**config.mk**
```make
export PLATFORM = sky130hd
export DESIGN_NAME = mult_arbiter
export DESIGN_NICKNAME = d
export VERILOG_FILES = /design/src/rtl/mult_arbiter_pkg.sv /design/src/rtl/mult_arbiter_multiplier.sv /design/src/rtl/mult_arbiter.sv
export SDC_FILE = /design/constraint.sdc
export NUM_CORES = 1
export LEC_CHECK = 0
export BUFFER_PORTS_ARGS = -buffer_cell sky130_fd_sc_hd__buf_2
export CORE_MARGIN = 2
export CORE_UTILIZATION = 54
export DETAILED_ROUTE_END_ITERATION = 7
export HOLD_SLACK_MARGIN = 0.05
export PLACE_DENSITY_LB_ADDON = 0.3
export RECOVER_POWER = 100
export SYNTH_ARGS = -nofsm -noshare
export SYNTH_HDL_FRONTEND = slang
export SYNTH_SLANG_ARGS = --single-unit
export TNS_END_PERCENT = 5
```
**constraint.sdc**
```tcl
create_clock -name clk -period 7.31 [get_ports clk]
set_clock_uncertainty 0.2 [all_clocks]
set_input_delay 0.3655 -clock clk [delete_from_list [all_inputs] [get_ports clk]]
set_output_delay 0.3655 -clock clk [all_outputs]
set_load 0.1 [all_outputs]
```
**src/rtl/mult_arbiter_pkg.sv**
```systemverilog
// Shared definitions for the multiplier arbiter:
//   - default values for the arbiter / multiplier parameters
//   - architecture selector codes understood by the shared multiplier
//   - the arbiter FSM state encoding
package mult_arbiter_pkg;

  localparam int DEF_PARALLELISM = 8;
  localparam int DEF_N_REQ       = 4;
  localparam int DEF_ARCH_TYPE   = 2;

  // Multiplier architecture codes
  localparam int ARCH_BEHAVIOURAL = 0;
  localparam int ARCH_CARRY_SAVE  = 2;

  typedef enum logic [1:0] {
    IDLE = 2'd0,
    CALC = 2'd1,
    HOLD = 2'd2
  } state_e;

endpackage

```
**src/rtl/mult_arbiter_multiplier.sv**
```systemverilog
// Combinational unsigned multiplier shared by all requesters.
// Ports:
//   multiplicand_i [parallelism-1:0]   unsigned operand A
//   multiplier_i   [parallelism-1:0]   unsigned operand B
//   product_o      [2*parallelism-1:0] full-width unsigned product
// ARCH_TYPE == ARCH_CARRY_SAVE builds a carry-save array of partial products
// with one final carry-propagate add; any other value uses the native '*'.
module multiplier
  import mult_arbiter_pkg::*;
#(
  parameter int parallelism = DEF_PARALLELISM,
  parameter int ARCH_TYPE   = DEF_ARCH_TYPE
) (
  input  logic [parallelism-1:0]   multiplicand_i,
  input  logic [parallelism-1:0]   multiplier_i,
  output logic [2*parallelism-1:0] product_o
);

  localparam int PW = 2 * parallelism;

  generate
    if (ARCH_TYPE == ARCH_CARRY_SAVE) begin : g_csa
      logic [PW-1:0] sum_v;
      logic [PW-1:0] carry_v;
      logic [PW-1:0] pp_v;
      logic [PW-1:0] sum_n;

      // Each partial product is folded into a redundant (sum, carry) pair with
      // a 3:2 compressor; carries out of the top bit are dropped because the
      // true product always fits in PW bits, so arithmetic mod 2^PW is exact.
      always_comb begin
        sum_v   = '0;
        carry_v = '0;
        pp_v    = '0;
        sum_n   = '0;
        for (int i = 0; i < parallelism; i++) begin
          pp_v    = multiplier_i[i] ? (PW'(multiplicand_i) << i) : '0;
          sum_n   = sum_v ^ carry_v ^ pp_v;
          carry_v = ((sum_v & carry_v) | (sum_v & pp_v) | (carry_v & pp_v)) << 1;
          sum_v   = sum_n;
        end
        product_o = sum_v + carry_v;
      end
    end else begin : g_beh
      assign product_o = PW'(multiplicand_i) * PW'(multiplier_i);
    end
  endgenerate

endmodule

```
**src/rtl/mult_arbiter.sv**
```systemverilog
// Round-robin arbiter in front of one shared unsigned multiplier.
// Ports:
//   clk, rst_n                       clock, synchronous active-low reset
//   req_valid        [N_REQ]         per-requester operation request
//   req_multiplicand [N_REQ][P]      per-requester operand A
//   req_multiplier   [N_REQ][P]      per-requester operand B
//   req_ready        [N_REQ]         one-hot acceptance strobe (IDLE only)
//   res_valid / res_ready            result handshake
//   res_product      [2P]            product of the granted requester
//   res_id           [clog2(N_REQ)]  index of the requester owning the result
//   busy                             high whenever not IDLE
// One operation takes IDLE (grant) -> CALC (multiply) -> HOLD (present result).
module mult_arbiter
  import mult_arbiter_pkg::*;
#(
  parameter int PARALLELISM = DEF_PARALLELISM,
  parameter int N_REQ       = DEF_N_REQ,
  parameter int ARCH_TYPE   = DEF_ARCH_TYPE
) (
  input  logic                                clk,
  input  logic                                rst_n,
  input  logic [N_REQ-1:0]                    req_valid,
  input  logic [N_REQ-1:0][PARALLELISM-1:0]   req_multiplicand,
  input  logic [N_REQ-1:0][PARALLELISM-1:0]   req_multiplier,
  output logic [N_REQ-1:0]                    req_ready,
  output logic                                res_valid,
  input  logic                                res_ready,
  output logic [2*PARALLELISM-1:0]            res_product,
  output logic [$clog2(N_REQ)-1:0]            res_id,
  output logic                                busy
);

  localparam int IDX_W = $clog2(N_REQ);
  localparam int PW    = 2 * PARALLELISM;

  state_e                 state_q, state_d;
  logic [IDX_W-1:0]       ptr_q, ptr_d;
  logic [IDX_W-1:0]       idx_q, idx_d;
  logic [IDX_W-1:0]       res_id_q, res_id_d;
  logic [PARALLELISM-1:0] a_q, a_d;
  logic [PARALLELISM-1:0] b_q, b_d;
  logic [PW-1:0]          prod_q, prod_d;
  logic [PW-1:0]          mult_p;

  logic                   gnt_found;
  logic [IDX_W-1:0]       gnt_idx;
  logic [IDX_W-1:0]       cidx;
  int                     cand;

  // Round-robin search starting at ptr_q, which always holds the index after
  // the last grant, so that requester has top priority.
  always_comb begin
    gnt_found = 1'b0;
    gnt_idx   = '0;
    cand      = 0;
    cidx      = '0;
    for (int i = 0; i < N_REQ; i++) begin
      cand = int'(ptr_q) + i;
      if (cand >= N_REQ) cand = cand - N_REQ;
      cidx = IDX_W'(cand);
      if (!gnt_found && req_valid[cidx]) begin
        gnt_found = 1'b1;
        gnt_idx   = cidx;
      end
    end
  end

  multiplier #(
    .parallelism(PARALLELISM),
    .ARCH_TYPE  (ARCH_TYPE)
  ) u_mult (
    .multiplicand_i(a_q),
    .multiplier_i  (b_q),
    .product_o     (mult_p)
  );

  always_comb begin
    state_d   = state_q;
    ptr_d     = ptr_q;
    idx_d     = idx_q;
    a_d       = a_q;
    b_d       = b_q;
    prod_d    = prod_q;
    res_id_d  = res_id_q;
    req_ready = '0;
    case (state_q)
      // Grant stage: accept one requester and capture its operands
      IDLE: begin
        if (gnt_found) begin
          req_ready[gnt_idx] = 1'b1;
          a_d     = req_multiplicand[gnt_idx];
          b_d     = req_multiplier[gnt_idx];
          idx_d   = gnt_idx;
          ptr_d   = (gnt_idx == IDX_W'(N_REQ - 1)) ? '0 : gnt_idx + IDX_W'(1);
          state_d = CALC;
        end
      end
      // Multiply stage: register the product and its owner
      CALC: begin
        prod_d   = mult_p;
        res_id_d = idx_q;
        state_d  = HOLD;
      end
      // Result stage: hold until the consumer takes it
      HOLD: begin
        if (res_ready) state_d = IDLE;
      end
      default: state_d = IDLE;
    endcase
    // No acceptance may be signalled while the block is being reset.
    if (!rst_n) req_ready = '0;
  end

  always_ff @(posedge clk) begin
    if (!rst_n) begin
      state_q  <= IDLE;
      ptr_q    <= '0;
      prod_q   <= '0;
      res_id_q <= '0;
    end else begin
      state_q  <= state_d;
      ptr_q    <= ptr_d;
      prod_q   <= prod_d;
      res_id_q <= res_id_d;
    end
  end

  // Operand and owner latches only matter once CALC is entered; no reset needed.
  always_ff @(posedge clk) begin
    a_q   <= a_d;
    b_q   <= b_d;
    idx_q <= idx_d;
  end

  assign res_valid   = (state_q == HOLD);
  assign busy        = (state_q != IDLE);
  assign res_product = prod_q;
  assign res_id      = res_id_q;

endmodule

```
==> impl_metrics.csv, run 1 <==
group,metric,value,unit
run_status,status,"finished with violations",
run_status,violations,"DRC, capacitance limit, slew limit",
grt,grt_overflow,0,
setup_path,worst-path-max-fanout,8,
setup_path,worstReg2RegEnd,"res_product[14]",
detailed_routing,drt-total-wl,6710,µm
clocking,cts_hold_buf,0,
finish,area_delta_synth_final,14.7,%
yosys,yosys_warnings,0,
detailed_routing,drc,2,
detailed_routing,ant_nets,0,
setup_path,crit_chain,"and2_1 > ha_1 > inv_1 > fa_1 > fa_1 > fa_1 > fa_1 > fa_1 > fa_1 > inv_1 > ha_1 > inv_1 > fa_1 > nor2b_1 > o21ai_0 > a211oi_1 > nor3_1 > o31ai_1",
floorplanning,fp.coreArea,6420,µm²
yosys,synthCells,356,
floorplanning,ios,95,
floorplanning,fp.dieH,85.9,µm
setup_path,max_stage_delay,0.54,ns
timing,hold_viol,0,
detailed_routing,viasPerCell,5.24,
floorplanning,die_w,85.9,µm
grt,grt_start_max_net_pins,34,
grt,antenna_found_initial,0,
setup_path,path_class,"flop to flop",
clocking,clk_pin_slew,0.09,ns
clocking,insertion_delay,0.30,ns
placed_design,hpwl,5530,µm
finish,antenna_cells,0,
min_path,min_path_type,"primary input to flop",
floorplanning,initial_core_util,56.4,%
finish,drive_gt1_share,18.1,%
detailed_routing,first_pass_iters,6,
setup_path,rr_startpoint,"b_q[0]",
yosys,syn-cell-area,3620,µm²
setup_path,worstPathArrival,5.90,ns
finish,nFillCells,547,
job,max_cap_viol_count,2,
timing,post-route-period-util,80.3,%
timing,setup_tns,0,ns
timing,holdWs,0.176,ns
min_path,hold-path-endpoint,"state_q[1]",
yosys,ys_seq_area_share,27.1,%
setup_path,critPathTopFamily,"adder cells",
grt,grt_pass1_vias,2689,
clocking,clock_sinks,40,
clocking,cts_setup_buffers,0,
timing,drv_slew,61,
placed_design,routabilityCongestion,0.859,
clocking,cts_buffer_depth,2,
setup_path,rrSetupSlack,1.44,ns
grt,grtUsageTotal,20.0,%
setup_path,path_buf_inv,3,
setup_path,crit_required,7.33,ns
clocking,cts_resized,0,
clocking,cts_tree,"built",
min_path,min_path_cells,3,
floorplanning,dieArea,7380,µm²
setup_path,crit_path_start_kind,"flop",
floorplanning,rows,29,
setup_path,end_kind,"flop",
detailed_routing,dr.first_iter.drc_count,135,
finish,final_cell_mix,"nand2_1 (70), buf_2 (70), mux2i_1 (49), fa_1 (43), inv_1 (32)",
clocking,htreeDepth,2,
timing,fmax,170,MHz
setup_path,slowest_stage,"fa_1",
clocking,numCtsBuffers,5,
setup_path,crit_path_frequent_cell,"fa_1",
detailed_routing,wl_per_cell,12.9,µm
timing,finalSetupViolCount,0,
timing,fin_crit,5.87,ns
yosys,synth_edf_count,18,
finish,layout.nets,574,
yosys,synth.distinct_cells,37,
setup_path,worstRegToRegCells,18,
grt,grt_pass1_wl,11800,µm
detailed_routing,vias,2725,
min_path,worstHoldStart,"res_ready",
timing,rsz0062_at_grt,"no",
yosys,syn-num-nets,488,
yosys,ys_ff_latch,40,
timing,relSlewSlack,-37.4,%
yosys,async_flop_share,0,%
clocking,ctsRootBufferMaster,"clkbuf_8",
placed_design,io_buffers,94,
yosys,ys.flop_type,"dfxtp_1",
timing,tightest_slew,2.06,ns
yosys,syn_avg_cell_area,10.2,µm²
[flip-flops by register name, summed over array words and instances, names as in the netlist]
| register | flops |
|---|---|
| b_q | 8 |
| a_q | 8 |
| res_product | 16 |
| ptr_q | 2 |
| idx_q | 2 |
| res_id | 2 |
| state_q | 2 |
[final cells by class]
type                       instances  area (µm²)  area share (%)
clock buffer                       6        93.8            2.26
clock inverter                     2        15.0           0.361
inverter                          32         120            2.89
multi-input combinational        266        2390            57.6
sequential                        40         981            23.6
tap                               77        96.3            2.32
timing repair buffer              97         455            11.0
[per-layer routing]
layer	track usage [%]	vias up	wire length (µm)
met5	0	-	0
met3	3.95	9	346
li1	-	1345	-
met4	4.62	0	76
met1	25.6	1288	2930
met2	35.2	83	3360
[kinds of logic after synthesis]
group,synth area share (%)
AND/OR/NAND/NOR,15.5
adder cells (fa/ha/maj),30.0
buffers and inverters,6.74
multiplexers,13.5
flip-flops,27.1
AO/OA/AOI/OAI,6.67
XOR/XNOR,0.484
[through the flow]
step / worst slack, ns / std cells / area [µm²] / util [%]
2_1_floorplan: 1.78 / 356 / 3620 / -
3_3_place_gp: 1.61 / 512 / 4100 / 63.8
3_5_place_dp: 1.45 / 512 / 4100 / 63.8
4_1_cts: 1.45 / 520 / 4210 / 65.5
5_1_grt: 1.06 / 520 / 4150 / 64.7
6_report: 1.44 / 520 / 4150 / 64.7
[cells in the mapped netlist (3+ instances only)]
cell	instances	area, µm²
a21boi_0	6	45.0
a21oi_1	6	30.0
and2_1	18	113
and3_1	4	25.0
clkbuf_1	12	45.0
dfxtp_1	22	440
edfxtp_1	18	541
fa_1	43	861
ha_1	18	225
inv_1	32	120
mux2i_1	49	490
nand2_1	70	263
nand3_1	5	25.0
nor2_1	7	26.3
nor2b_1	4	25.0
nor3_1	3	15.0
o211a_1	8	80.1
o21a_1	3	22.5
o21ai_0	5	25.0
[how the worst max path moves through the flow]
stage	depth (start not counted)	end	slack [ns]	startpoint
after floorplan	18	res_product[14]	1.78	a_q[7]
after global placement	18	res_product[14]	1.61	b_q[0]
after detailed placement	18	res_product[14]	1.45	a_q[7]
after CTS	18	res_product[14]	1.45	a_q[7]
after global routing	18	res_product[14]	1.06	b_q[1]
final	18	res_product[14]	1.44	b_q[0]
[worst min-delay path: cells and delay by family]
family                 cells  cell delay (ns)
AO/OA/AOI/OAI              1             0.16
AND/OR/NAND/NOR            1             0.03
buffers and inverters      1             0.08
Power of run 1 is not shown: default switching activity piles up to over one toggle a cycle in this logic, so the estimate is an artifact.
==> inputs of run 2 (changes only) <==
- clock period: 7.31 -> 5.94 ns (I/O delays scaled with it)
==> run 2 against run 1 <==
Hold slack worse by 0.072 ns; sequential share of layout area decreased by 0.19 points; core utilization rose by 0.53 points; cell count up 0.77%; maximum frequency rose by 3.8%; flip-flop and latch count did not move; the run still ends with DRC, capacitance limit, slew limit left; largest cell class unchanged; routed wire length rose by 1.9%.
==> impl_metrics.csv, run 2 (synthesis gave the netlist of run 1 again) <==
group,metric,value,unit
clocking,htreeDepth,2,
clocking,ctsRootBufferMaster,"clkbuf_8",
grt,grt_pass1_wl,12100,µm
setup_path,crit_chain,"and2_1 > ha_1 > inv_1 > fa_1 > fa_1 > fa_1 > fa_1 > fa_1 > fa_1 > inv_1 > ha_1 > inv_1 > fa_1 > nor2b_2 > o21ai_1 > a211oi_2 > nor3_1 > o31ai_1",
timing,post-route-period-util,95.2,%
detailed_routing,ant_nets,0,
clocking,clock_sinks,40,
floorplanning,fp.coreArea,6420,µm²
setup_path,crit_path_start_kind,"flop",
clocking,cts_hold_buf,0,
setup_path,slowest_stage,"fa_1",
setup_path,max_stage_delay,0.52,ns
setup_path,path_class,"flop to flop",
finish,antenna_cells,0,
run_status,violations,"DRC, capacitance limit, slew limit",
setup_path,path_buf_inv,3,
grt,grtUsageTotal,20.3,%
finish,drive_gt1_share,19.0,%
setup_path,critPathTopFamily,"adder cells",
finish,largest_reg_flops,16,
timing,setup_tns,0,ns
detailed_routing,first_pass_iters,6,
detailed_routing,dr.first_iter.drc_count,90,
floorplanning,initial_core_util,56.4,%
setup_path,worst-path-max-fanout,8,
timing,finalSetupViolCount,0,
grt,grt_start_max_net_pins,34,
job,max_cap_viol_count,2,
clocking,clk_pin_slew,0.09,ns
detailed_routing,drc,2,
clocking,insertion_delay,0.30,ns
finish,area_delta_synth_final,15.6,%
setup_path,end_kind,"flop",
min_path,min_path_type,"primary input to flop",
setup_path,worstPathArrival,5.68,ns
timing,fmax,177,MHz
floorplanning,die_w,85.9,µm
timing,hold_viol,0,
placed_design,hpwl,5550,µm
timing,drv_slew,61,
detailed_routing,drt-total-wl,6840,µm
grt,antenna_found_initial,0,
run_status,status,"finished with violations",
setup_path,crit_path_frequent_cell,"fa_1",
placed_design,routabilityCongestion,0.871,
floorplanning,fp.dieH,85.9,µm
finish,final_cell_mix,"nand2_1 (70), buf_2 (70), mux2i_1 (49), fa_1 (43), inv_1 (32)",
clocking,cts_buffer_depth,2,
floorplanning,dieArea,7380,µm²
floorplanning,ios,95,
grt,grt_overflow,0,
finish,layout.nets,578,
floorplanning,rows,29,
clocking,numCtsBuffers,5,
timing,fin_crit,5.66,ns
detailed_routing,wl_per_cell,13.1,µm
grt,grt_pass1_vias,2841,
clocking,cts_tree,"built",
detailed_routing,viasPerCell,5.25,
detailed_routing,vias,2753,
placed_design,io_buffers,94,
setup_path,crit_required,5.96,ns
finish,finish.utilization,65.2,%
timing,relSlewSlack,-39.9,%
timing,tightest_slew,2.10,ns
## run 2: cell count changes in the layout (fill, tap and decap cells not counted), sizes merged
cell / change
buf: +3
clkbuf: +1
## run 2: worst paths after layout
| check | endpoint | depth (start not counted) | start | slack, ns |
|---|---|---|---|---|
| max | res_product[14] | 18 | a_q[5] | 0.28 |
| min | state_q[1] | 3 | res_ready | 0.10 |
| max reg2reg | res_product[14] | 18 | a_q[5] | 0.28 |
| min reg2reg | res_id[1] | 2 | res_id[1] | 0.27 |
## run 2: cell type report
class	instances	area [µm²]
multi-input combinational	266	2400
fill	568	2230
sequential	40	981
timing repair buffer	101	482
inverter	32	120
tap	77	96.3
clock buffer	6	93.8
clock inverter	2	15.0
## run 2: repair_timing
action,in CTS,in global routing
hold endpoints to repair,0,0
setup buffers,0,3
gates resized for setup,0,3
endpoints found under the setup margin,0,2
## run 2: metal layers
layer / up-vias / part of all wire (%) / GRT usage, %
met5: - / 0 / 0
met4: 0 / 1.3 / 4.18
met3: 9 / 4.5 / 3.56
li1: 1352 / - / -
met1: 1319 / 44 / 24.8
met2: 73 / 50 / 37.4
## run 2: tightest hold or removal path, cell delays in order
cell and delay (ns):
buf_2 0.08, nor2b_1 0.03, o21a_1 0.16
## run 2: through the flow
| stage | area [µm²] | hold WS (ns) | std cells | setup WS, ns |
|---|---|---|---|---|
| 5_1_grt | 4190 | 0.108 | 524 | -0.00731 |
| 6_report | 4190 | 0.104 | 524 | 0.283 |
| 3_3_place_gp | 4110 | 0.251 | 513 | 0.246 |
| 2_1_floorplan | 3620 | 0.296 | 356 | 0.412 |
| 3_5_place_dp | 4110 | 0.259 | 513 | 0.0299 |
| 4_1_cts | 4220 | 0.109 | 521 | 0.00408 |
Power of run 2 is left out for the same reason.
==> inputs of run 3 (changes only) <==
- SYNTH_HIERARCHICAL: unset -> 1
==> run 3 against run 2 <==
The flow finishes with violations (capacitance limit, slew limit); critical path type unchanged; highest routed layer unchanged; global-route usage decreased by 0.31 points; core utilization about the same; count of clock-buffer cells in the layout is 1 lower; critical path depth rose by 1; critical endpoint unchanged; die area increased by 0.83%; via count grew 0.76%.
==> impl_metrics.csv, run 3 <==
group,metric,value,unit
yosys,ys.flop_type,"dfxtp_1",
detailed_routing,drt-total-wl,6840,µm
grt,grtUsageTotal,20.0,%
setup_path,critPathTopFamily,"adder cells",
detailed_routing,wl_per_cell,12.7,µm
timing,hold_viol,0,
setup_path,path_buf_inv,3,
grt,grt_overflow,0,
yosys,yosys_warnings,6,
setup_path,worst-path-max-fanout,8,
detailed_routing,drc,0,
clocking,cts_buffer_depth,2,
setup_path,path_class,"flop to flop",
yosys,synthTopCellsByArea,"fa_1 (24%), edfxtp_1 (15%), mux2i_1 (14%)",
detailed_routing,ant_nets,0,
floorplanning,ios,95,
clocking,cts_hold_buf,0,
clocking,numCtsBuffers,5,
detailed_routing,vias,2774,
yosys,synth_top_area_share,23.6,%
timing,fin_crit,5.65,ns
yosys,synthMostInstantiatedCell,"nand2_1",
detailed_routing,dr.first_iter.drc_count,90,
yosys,syn_avg_cell_area,9.82,µm²
floorplanning,rows,29,
job,max_cap_viol_count,1,
grt,grt_pass1_vias,2844,
yosys,synth.distinct_cells,33,
clocking,cts_setup_buffers,0,
yosys,syn-num-nets,501,
timing,tightest_slew,2.17,ns
clocking,clock_sinks,40,
grt,grt_pass1_wl,11900,µm
clocking,clk_pin_slew,0.08,ns
yosys,async_flop_share,0,%
placed_design,routabilityCongestion,0.860,
yosys,synth_area_leader_cell,"fa_1",
grt,grt_start_max_net_pins,38,
finish,area_delta_synth_final,15.3,%
setup_path,crit_chain,"and2_1 > ha_1 > inv_1 > fa_1 > fa_1 > fa_1 > fa_1 > fa_1 > fa_1 > inv_1 > ha_1 > inv_1 > fa_1 > nor2b_1 > o31a_1 > mux2i_1 > nand2_1 > nand2_1 > a21boi_0",
finish,mostFrequentLayoutCell,"nand2_1",
yosys,ys_ff_latch,40,
timing,setup_tns,0,ns
placed_design,io_buffers,94,
finish,antenna_cells,0,
timing,drv_slew,38,
clocking,cts_resized,0,
setup_path,max_stage_delay,0.54,ns
finish,layout.nets,589,
run_status,status,"finished with violations",
clocking,htreeDepth,2,
finish,nFillCells,593,
floorplanning,dieArea,7440,µm²
timing,relSlewSlack,-44.4,%
run_status,violations,"capacitance limit, slew limit",
yosys,synth_edf_count,18,
timing,rsz0062_at_grt,"no",
placed_design,hpwl,5640,µm
grt,antenna_found_initial,0,
floorplanning,fp.dieH,86.3,µm
setup_path,crit_path_start_kind,"flop",
detailed_routing,viasPerCell,5.16,
floorplanning,fp.coreArea,6460,µm²
setup_path,worstPathArrival,5.63,ns
finish,largest_reg_flops,16,
finish,drive_gt1_share,17.6,%
timing,finalSetupViolCount,0,
yosys,synthCells,372,
timing,post-route-period-util,95.1,%
setup_path,end_kind,"flop",
clocking,cts_tree,"built",
yosys,synthTopCellsByCount,"nand2_1 (87), mux2i_1 (51), fa_1 (43)",
detailed_routing,first_pass_iters,4,
finish,final_cell_mix,"nand2_1 (87), buf_2 (70), mux2i_1 (51), fa_1 (43), inv_1 (36)",
clocking,insertion_delay,0.29,ns
timing,fmax,177,MHz
setup_path,slowest_stage,"fa_1",
setup_path,crit_required,5.92,ns
clocking,ctsRootBufferMaster,"clkbuf_8",
yosys,syn-cell-area,3650,µm²
setup_path,crit_path_frequent_cell,"fa_1",
setup_path,rrSetupSlack,0.29,ns
min_path,min_path_type,"primary input to flop",
yosys,ys_seq_area_share,26.8,%
floorplanning,die_w,86.3,µm
floorplanning,initial_core_util,56.6,%
-- run 3: path summary, 6_finish.rpt --
kind | startpoint | endpoint | cells past startpoint
min | res_ready | state_q[1] | 3
max reg2reg | a_q[6] | res_product[14] | 19
min reg2reg | res_product[6] | res_product[6] | 2
max | a_q[6] | res_product[14] | 19
-- run 3: final cells by class --
cell class | count | area, µm² | area share (%)
Timing Repair Buffer | 97 | 455 | 10.8
Tap cell | 77 | 96.3 | 2.29
Clock inverter | 3 | 42.5 | 1.01
Multi-Input combinational cell | 280 | 2430 | 57.8
Inverter | 36 | 135 | 3.21
Sequential cell | 40 | 981 | 23.3
Clock buffer | 5 | 68.8 | 1.63
-- run 3: worst register-to-register path, stage by stage, from the launching register on --
cell,delay (ns)
edfxtp_1,0.50
and2_1,0.19
ha_1,0.28
inv_1,0.07
fa_1,0.42
fa_1,0.51
fa_1,0.45
fa_1,0.54
fa_1,0.52
fa_1,0.43
inv_1,0.07
ha_1,0.16
inv_1,0.05
fa_1,0.40
nor2b_1,0.17
o31a_1,0.17
mux2i_1,0.19
nand2_1,0.06
nand2_1,0.06
a21boi_0,0.09
-- run 3: through the flow --
step | hold WS [ns] | util, % | std cells | instance area [µm²] | worst slack (ns)
2_1_floorplan | 0.243 | - | 372 | 3650 | 0.621
3_3_place_gp | 0.239 | 64.1 | 530 | 4140 | 0.467
3_5_place_dp | 0.242 | 64.1 | 530 | 4140 | 0.310
4_1_cts | 0.107 | 65.8 | 538 | 4250 | 0.302
5_1_grt | 0.121 | 65.2 | 538 | 4210 | 0.0104
6_report | 0.107 | 65.2 | 538 | 4210 | 0.294
-- run 3: cells by family after synthesis --
logic type,Yosys count,share of synthesized area (%)
compound gates,35,6.47
xor+xnor,3,0.719
fa+ha+maj,58,28.7
buf+inv,52,6.82
flops,40,26.8
mux,51,14.0
simple gates,133,16.5
-- run 3: per-layer routing --
metal  up-vias  track usage, %  wire [µm]
met4         0            5.26         81
met5         -               0          0
li1       1385               -          -
met2        73            36.5       3540
met1      1307            24.7       2940
met3         9            3.14        279
Power of run 3 is left out for the same reason.
